File: config.mk
export PLATFORM = sky130hd
export DESIGN_NAME = crc_engine_flat
export DESIGN_NICKNAME = d
export VERILOG_FILES = /design/src/rtl/crc_pkg.sv /design/src/rtl/crc_engine_if.sv /design/src/rtl/crc_step.sv /design/src/rtl/crc_engine.sv /design/src/flat_wrapper.sv
export SDC_FILE = /design/constraint.sdc
export NUM_CORES = 1
export LEC_CHECK = 0
export ABC_AREA = 1
export CAP_MARGIN = 20
export CORE_MARGIN = 2
export CORE_UTILIZATION = 47
export CTS_CLUSTER_DIAMETER = 50
export DETAILED_ROUTE_END_ITERATION = 8
export HOLD_SLACK_MARGIN = 0.1
export PLACE_DENSITY = 0.71
export SETUP_SLACK_MARGIN = 0.02
export SLEW_MARGIN = 20
export SYNTH_ARGS = -nofsm -noshare
export SYNTH_HDL_FRONTEND = slang
export SYNTH_SLANG_ARGS = --single-unit
File: constraint.sdc
create_clock -name clk -period 1.9 [get_ports clk]
set_clock_uncertainty 0.2 [all_clocks]
set_input_delay 0.19 -clock clk [delete_from_list [all_inputs] [get_ports clk]]
set_output_delay 0.19 -clock clk [all_outputs]
set_load 0.01 [all_outputs]
File: src/rtl/crc_pkg.sv
// crc_pkg: shared state encoding and default CRC-16/CCITT constants for the CRC engine.
package crc_pkg;
  typedef enum logic [1:0] {IDLE, WAIT_BYTE, SHIFT, DONE} state_e;
  localparam logic [15:0] CRC_POLY = 16'h1021;
  localparam logic [15:0] CRC_INIT = 16'hFFFF;
endpackage

File: src/rtl/crc_engine_if.sv
// crc_engine_if: request/byte-stream/result bundle between a message source and the CRC engine.
interface crc_engine_if;
  logic start;
  logic [7:0] len;
  logic [7:0] din;
  logic din_vld;
  logic din_rdy;
  logic busy;
  logic done;
  logic [15:0] crc;
  modport master(output start, len, din, din_vld, input din_rdy, busy, done, crc);
  modport slave(input start, len, din, din_vld, output din_rdy, busy, done, crc);
endinterface

File: src/rtl/crc_step.sv
// crc_step: one MSB-first CRC-16 bit update, purely combinational.
module crc_step
  import crc_pkg::*;
#(
  parameter logic [15:0] POLY = CRC_POLY
) (
  input  logic [15:0] crc_i,
  input  logic        bit_i,
  output logic [15:0] crc_o
);
  always_comb crc_o = {crc_i[14:0], 1'b0} ^ ((crc_i[15] ^ bit_i) ? POLY : 16'h0);
endmodule

File: src/rtl/crc_engine.sv
// crc_engine: byte-streamed bit-serial CRC-16, one message bit per cycle, result held until next completion.
module crc_engine
  import crc_pkg::*;
#(
  parameter logic [15:0] POLY = CRC_POLY,
  parameter logic [15:0] INIT = CRC_INIT
) (
  input logic        clk,
  input logic        rst_n,
  crc_engine_if.slave bus
);
  state_e      state_q, state_d;
  logic [7:0]  rem_q, sr_q;
  logic [2:0]  bit_q;
  logic [15:0] crc_reg_q, crc_q, step;
  logic        done_q, busy_q, rdy_q;
  crc_step #(.POLY(POLY)) u_step (.crc_i(crc_reg_q), .bit_i(sr_q[7]), .crc_o(step));
  always_comb
    state_d = (state_q == IDLE)      ? (bus.start ? ((bus.len == 8'd0) ? DONE : WAIT_BYTE) : IDLE) :
              (state_q == WAIT_BYTE) ? (bus.din_vld ? SHIFT : WAIT_BYTE) :
              (state_q == SHIFT)     ? ((bit_q != 3'd0) ? SHIFT : ((rem_q == 8'd1) ? DONE : WAIT_BYTE)) :
                                       IDLE;
  always_ff @(posedge clk or negedge rst_n) begin
    if (!rst_n) begin
      state_q   <= IDLE;
      rem_q     <= 8'd0;
      sr_q      <= 8'd0;
      bit_q     <= 3'd0;
      crc_reg_q <= 16'h0;
      crc_q     <= 16'h0;
      done_q    <= 1'b0;
      busy_q    <= 1'b0;
      rdy_q     <= 1'b0;
    end else begin
      state_q <= state_d;
      done_q  <= state_d == DONE;
      busy_q  <= state_d != IDLE;
      rdy_q   <= state_d == WAIT_BYTE;
      if (state_q == IDLE && bus.start) begin
        rem_q     <= bus.len;
        crc_reg_q <= INIT;
      end
      if (state_q == WAIT_BYTE && bus.din_vld) begin
        sr_q  <= bus.din;
        bit_q <= 3'd7;
      end
      if (state_q == SHIFT) begin
        crc_reg_q <= step;
        sr_q      <= {sr_q[6:0], 1'b0};
        bit_q     <= bit_q - 3'd1;
        if (bit_q == 3'd0) rem_q <= rem_q - 8'd1;
      end
      // DONE is only entered from IDLE (empty message) or the final shift
      if (state_d == DONE) crc_q <= (state_q == SHIFT) ? step : INIT;
    end
  end
  assign bus.din_rdy = rdy_q;
  assign bus.busy    = busy_q;
  assign bus.done    = done_q;
  assign bus.crc     = crc_q;
endmodule

File: src/flat_wrapper.sv
// flat-port wrapper written by rule: the top's interface ports become plain ports
module crc_engine_flat import crc_pkg::*;
#(
  parameter logic [15:0] POLY = CRC_POLY,
  parameter logic [15:0] INIT = CRC_INIT
)
  (clk, rst_n, bus_start, bus_len, bus_din, bus_din_vld, bus_din_rdy, bus_busy, bus_done, bus_crc);
  crc_engine_if bus_i ();
  input logic clk;
  input logic rst_n;
  input wire logic [$bits(bus_i.start)-1:0] bus_start;
  input wire logic [$bits(bus_i.len)-1:0] bus_len;
  input wire logic [$bits(bus_i.din)-1:0] bus_din;
  input wire logic [$bits(bus_i.din_vld)-1:0] bus_din_vld;
  output wire logic [$bits(bus_i.din_rdy)-1:0] bus_din_rdy;
  output wire logic [$bits(bus_i.busy)-1:0] bus_busy;
  output wire logic [$bits(bus_i.done)-1:0] bus_done;
  output wire logic [$bits(bus_i.crc)-1:0] bus_crc;
  assign bus_i.start = bus_start;
  assign bus_i.len = bus_len;
  assign bus_i.din = bus_din;
  assign bus_i.din_vld = bus_din_vld;
  assign bus_din_rdy = bus_i.din_rdy;
  assign bus_busy = bus_i.busy;
  assign bus_done = bus_i.done;
  assign bus_crc = bus_i.crc;
  crc_engine #(.POLY(POLY), .INIT(INIT)) u_core (.clk(clk), .rst_n(rst_n), .bus(bus_i));
endmodule
Yosys cells after proc, flatten, opt, wreduce, memory -nomap -nowiden
Cells that the tools add are included.
{"block": "word_totals", "output_inout_bits": 19, "regBits": 56, "in_bits": 20, "word_cells": 46}
{"block": "op_classes", "n_reduce_logical": 9, "n_eq_ne": 5, "add_sub_neg": 2, "muxes": 19, "bitwise": 2}
{"cell": "16-bit 2-to-1 mux", "count": 3}
{"cell": "8-bit 2-to-1 mux", "count": 5}
{"cell": "2-bit 2-to-1 mux", "count": 8}
{"cell": "16-bit by 13-bit XOR with 16-bit output", "count": 1}
{"cell": "13-bit 2-to-1 mux", "count": 1}
{"cell": "8-bit by 1-bit == test with 1-bit output, second input constant", "count": 1}
{"cell": "8-bit logical NOT", "count": 1}
{"cell": "8-bit by 1-bit subtractor with 8-bit output, second input constant", "count": 1}
{"cell": "3-bit 2-to-1 mux", "count": 2}
{"cell": "2-bit nonzero test", "count": 3}
{"cell": "2-bit by 1-bit == test with 1-bit output, second input constant", "count": 2}
{"cell": "2-bit == test, second input constant", "count": 2}
{"cell": "3-bit logical NOT", "count": 1}
{"cell": "3-bit nonzero test", "count": 1}
{"cell": "3-bit by 1-bit subtractor with 3-bit output, second input constant", "count": 1}
{"cell": "1-bit logical AND", "count": 2}
{"cell": "2-bit logical NOT", "count": 1}
{"cell": "1-bit XOR", "count": 1}

Logic depth before layout (Yosys ltp)
{"block": "logic_depth", "ltp_word": 7, "mapped_depth": 11}

By module
Synthesis repeated with hierarchy kept, for this count alone.
{"block": "unflattened", "cells_unflattened": 337, "hier_area_um2": 2835.2}
{"mod": "crc_engine", "area_each_um2": 2676.3, "n_inst": 1, "cells_each": 309}
{"mod": "crc_step", "area_each_um2": 158.9, "n_inst": 1, "cells_each": 28}

Worst setup path after synthesis
Ideal clock, no wire load.
{"block": "synth_path", "path_type": "reg-to-reg", "from": "reg u_core.bit_q[0]", "to": "reg u_core.crc_q[12] (netlist: u_core.bus.crc[12])", "n_path_buf": 1, "arrival_time_ns": 1.470, "path_stages_with_launch": 11, "t_required_ns": 1.583, "path_slack_ns": 0.114, "path_cell_list": "dfrtp_1 > inv_1 > ha_1 > ha_1 > inv_1 > nor2_8 > inv_2 > nand3_4 > buf_2 > nand3_1 > nand2_1"}
{"block": "synth_between", "elab_chain_len": 6}
{"item": "from (decl)", "line_no": "crc_engine.sv:14", "source": "logic [2:0] bit_q;"}
{"item": "from (signal assigned)", "line_no": "crc_engine.sv:50", "source": "bit_q <= bit_q - 3'd1;"}
{"item": "3-bit nonzero test", "line_no": "crc_engine.sv:21", "source": "(state_q == SHIFT) ? ((bit_q != 3'd0) ? SHIFT : ((rem_q == 8'd1) ? DONE : WAIT_BYTE)) :"}
{"item": "2-bit 2-to-1 mux (2 in series)", "line_no": "crc_engine.sv:21"}
{"item": "2-bit 2-to-1 mux", "line_no": "crc_engine.sv:20", "source": "(state_q == WAIT_BYTE) ? (bus.din_vld ? SHIFT : WAIT_BYTE) :"}
{"item": "2-bit 2-to-1 mux", "line_no": "crc_engine.sv:19", "source": "state_d = (state_q == IDLE) ? (bus.start ? ((bus.len == 8'd0) ? DONE : WAIT_BYTE) : IDLE) :"}
{"item": "via u_core.state_d[0]", "line_no": "crc_engine.sv:12", "source": "state_e state_q, state_d;"}
{"item": "2-bit == test", "line_no": "crc_engine.sv:54", "source": "if (state_d == DONE) crc_q <= (state_q == SHIFT) ? step : INIT;"}
{"item": "to (signal assigned)", "line_no": "crc_engine.sv:54"}
{"item": "to (decl)", "line_no": "crc_engine.sv:15", "source": "logic [15:0] crc_reg_q, crc_q, step;"}
The timed path passes the listed nets, and every way through them passes these cells.
A chain may end at the register's enable or synchronous reset.

Worst setup path in the final report
{"block": "layout_path", "from": "reg u_core.bit_q[0]", "to": "reg u_core.crc_q[12] (netlist: u_core.bus.crc[12])"}
{"block": "layout_between", "elab_chain_len": 6}
{"item": "3-bit nonzero test", "line_no": "crc_engine.sv:21"}
{"item": "2-bit 2-to-1 mux (2 in series)", "line_no": "crc_engine.sv:21"}
{"item": "2-bit 2-to-1 mux", "line_no": "crc_engine.sv:20"}
{"item": "2-bit 2-to-1 mux", "line_no": "crc_engine.sv:19"}
{"item": "2-bit == test", "line_no": "crc_engine.sv:54"}
No other way between the ends.

==> impl_metrics.tcl <==
set metrics [dict create \
    timing.critical_path.slowest_cell_delay_ns 0.35 \
    dieArea_sq_um 6170 \
    critPathMaxFanout 5 \
    worst-setup-path-type "reg2reg" \
    setup-tns-final_ns 0 \
    cts.clk_slew.worst_paths_ns 0.10 \
    netlist_instances 313 \
    synth.yosys.warnings 0 \
    run_status "complete, no violations" \
    tritoncts_clock_tree "yes" \
    area.growth.synth_to_final_pct 26.4 \
    worst-endpoint-arrival_ns 1.79 \
    num_rows 27 \
    n_fill_cell 479 \
    synth_top_area_cell "dfrtp_1" \
    final-hold-violation-count 0 \
    instances_no_fill 441 \
    ys_seq_elements 56 \
    period_share_pct 93.3 \
    finalSetupViolations 0 \
    vias 2127 \
    dpl-instance-area_sq_um 3150 \
    timing_max_transition_violations_final 0 \
    io_buffers 38 \
    grt_first_pass_wirelength_um 9230 \
    critPathRequiredTime_ns 1.91 \
    leakage_power_of_the_design_nw 1.51 \
    core_area_sq_um 5440 \
    initial_cell_density_of_the_core_pct 48.0 \
    achievable-frequency_ghz 0.564 \
    clock_path_buffers 2 \
    worstMarginPinSlew_ns 0.349 \
    place.detailed.hpwl_um 3540 \
    grt_remaining_overflow 0 \
    route.detailed.wl_per_inst_um 11.7 \
    timing.critical_path.cells "inv_1 > ha_1 > ha_1 > inv_2 > nor2_8 > inv_2 > nand3_4 > buf_4 > nand3_1 > nand2_1" \
    viasPerCell 4.82 \
    grt_start_max_net_pins 57 \
    setup.worst_path.start_class "register" \
    route.final.wire_length_um 5160 \
    io_pins 39 \
    timing.final.ws_setup_ns 0.128 \
    die_height_um 78.5 \
    clkLatencyLatePin_ns 0.31 \
    finalInstanceArea_sq_um 3300 \
    ys_seq_area_share_pct 53.7 \
    cts_root_buf "clkbuf_8" \
    htree_levels 2 \
    worstPathBufferInverterCount 4 \
    area.sequential_sq_um 1400 \
    ir_drop_uv 635 \
    worst_r2r_path_depth 10 \
    synth_largest_type_area_fraction_pct 53.7 \
    dr.pass1.iters 5 \
    drc 0 \
    summed_instance_area_of_the_synthesized_netlist_sq_um 2610 \
    place_congestion 0.865 \
    antenna_found_initial 0 \
    grt_usage_pct 19.0 \
    power.density_nw_per_um2 1520 \
    final.min_clock_period_ns 1.77 \
    fraction_of_final_layout_cells_sized_beyond_drive_strength_1_pct 11.9 \
    synth.top_cells.by_area "dfrtp_1, nor2_1, nand2_1" \
    relSlewSlack_pct 76.6 \
    ant_nets 0 \
    grt_setup_unrepaired "no" \
    total_area_of_multi_input_combinational_cells_sq_um 1010 \
    synth_fp_nets 337 \
    holdCritPathClass "in2async" \
    cap_violations 0 \
    layout.nets 392 \
    cp-end-kind "register" \
    synth_area_per_cell_sq_um 8.34 \
    placement.setup.worst_slack_ns 0.0162 \
    initialDrtViolationCount 131 \
    crit_family "buffers and inverters" \
    clock_sink_count 56 \
    netlist-cell-type-count 32 \
    placed_cells 427 \
    cts_made_buffers 5 \
    cp_max_delay_cell "dfrtp_1" \
    antenna_cells_inserted 0 \
    critical_path_depth 10 \
    die_extent_in_x_um 78.5 \
    vias_in_the_first_global_route 2104 \
]
## Yosys cell counts, drive strengths merged
| cell | count |
|---|---|
| o2bb2ai | 1 |
| clkbuf | 3 |
| xnor2 | 1 |
| inv | 43 |
| o22ai | 1 |
| a22o | 1 |
| dfrtp | 56 |
| nand3 | 26 |
| o211ai | 1 |
| a31oi | 1 |
| nand4 | 1 |
| o21ai | 15 |
| nor3 | 16 |
| a21oi | 5 |
| o31ai | 1 |
| a22oi | 2 |
| nor2 | 66 |
| ha | 4 |
| xor2 | 1 |
| buf | 5 |
| nand2 | 63 |
## cell type report
cell class                 instances  share of cell area, %
sequential                        56                   42.5
inverter                          43                   4.89
clock buffer                       7                   2.62
timing repair buffer              56                   16.4
tap                               72                   2.73
multi-input combinational        206                   30.7
clock inverter                     1                  0.227
## sequential cells by signal (all words and copies together), names as in the netlist
signal / cells
u_core.bus.crc: 16
u_core.crc_reg_q: 16
u_core.rem_q: 8
u_core.sr_q: 8
u_core.bit_q: 3
u_core.state_q: 2
u_core.bus.busy: 1
u_core.bus.din_rdy: 1
u_core.bus.done: 1
## where the power goes
part,internal [mW],switching [mW]
Combinational,1.06,1.28
Sequential,1.70,0.303
Clock,0.297,0.391
## what timing repair did
action	4_1_cts	5_1_grt
buffers inserted	0	5
hold buffers	1	0
gates resized for setup	0	3
setup endpoints to repair	0	22
hold endpoints to repair	56	0
## metal layers
layer | wire (um) | up-vias | GRT usage [%]
met5 | 0 | - | 0
met4 | 65 | 0 | 5.79
met3 | 192 | 5 | 4.37
met2 | 2400 | 46 | 30.8
met1 | 2500 | 984 | 25.6
li1 | - | 1092 | -
## final timing paths
kind	startpoint	to	slack (ns)
max	u_core.bit_q[0]	u_core.bus.crc[12]	0.13
min	rst_n	u_core.sr_q[1]	0.18
max reg2reg	u_core.bit_q[0]	u_core.bus.crc[12]	0.13
min reg2reg	u_core.bus.crc[8]	u_core.bus.crc[8]	0.28
max in group asynchronous	rst_n	u_core.rem_q[5]	1.07
min in group clk	u_core.bus.crc[8]	u_core.bus.crc[8]	0.28
## layout by cell type, fill, tap and decap left out, drive strengths merged
master / n
nand2: 63
o31ai: 1
dlygate4sd3: 1
a22oi: 2
nand4: 1
nor2: 66
xor2: 1
clkinvlp: 1
o211ai: 1
a21oi: 5
o2bb2ai: 1
inv: 43
clkbuf: 7
a22o: 1
o22ai: 1
nand3: 26
o21ai: 15
nor3: 16
clkdlybuf4s50: 37
a31oi: 1
dfrtp: 56
buf: 18
xnor2: 1
ha: 4
## metrics by stage
step,utilization (%),power [mW],hold WS [ns]
floorplan,-,3.38,-0.306
global placement,57.9,4.26,0.0118
detailed placement,57.9,4.32,0.0117
CTS,59.8,5.01,0.198
global route,60.7,5.47,0.216
finish,60.7,5.03,0.181
## cell families (layout without fill, tap and decap cells)
group                    after synthesis  count (layout)  synth area share, %
AND/OR/NAND/NOR                      172             172                 29.6
adder cells (fa/ha/maj)                4               4                 1.92
XOR/XNOR                               2               2                0.671
buffers and inverters                 51             107                 7.91
AO/OA/AOI/OAI                         28              28                 6.28
flip-flops                            56              56                 53.7
## worst register-to-register path, stage by stage (launching register included)
cell and delay (ns):
dfrtp_1 0.35, inv_1 0.07, ha_1 0.19, ha_1 0.21
inv_2 0.10, nor2_8 0.04, inv_2 0.07, nand3_4 0.12
buf_4 0.19, nand3_1 0.09, nand2_1 0.06
Power figures use the tool's default switching activity.
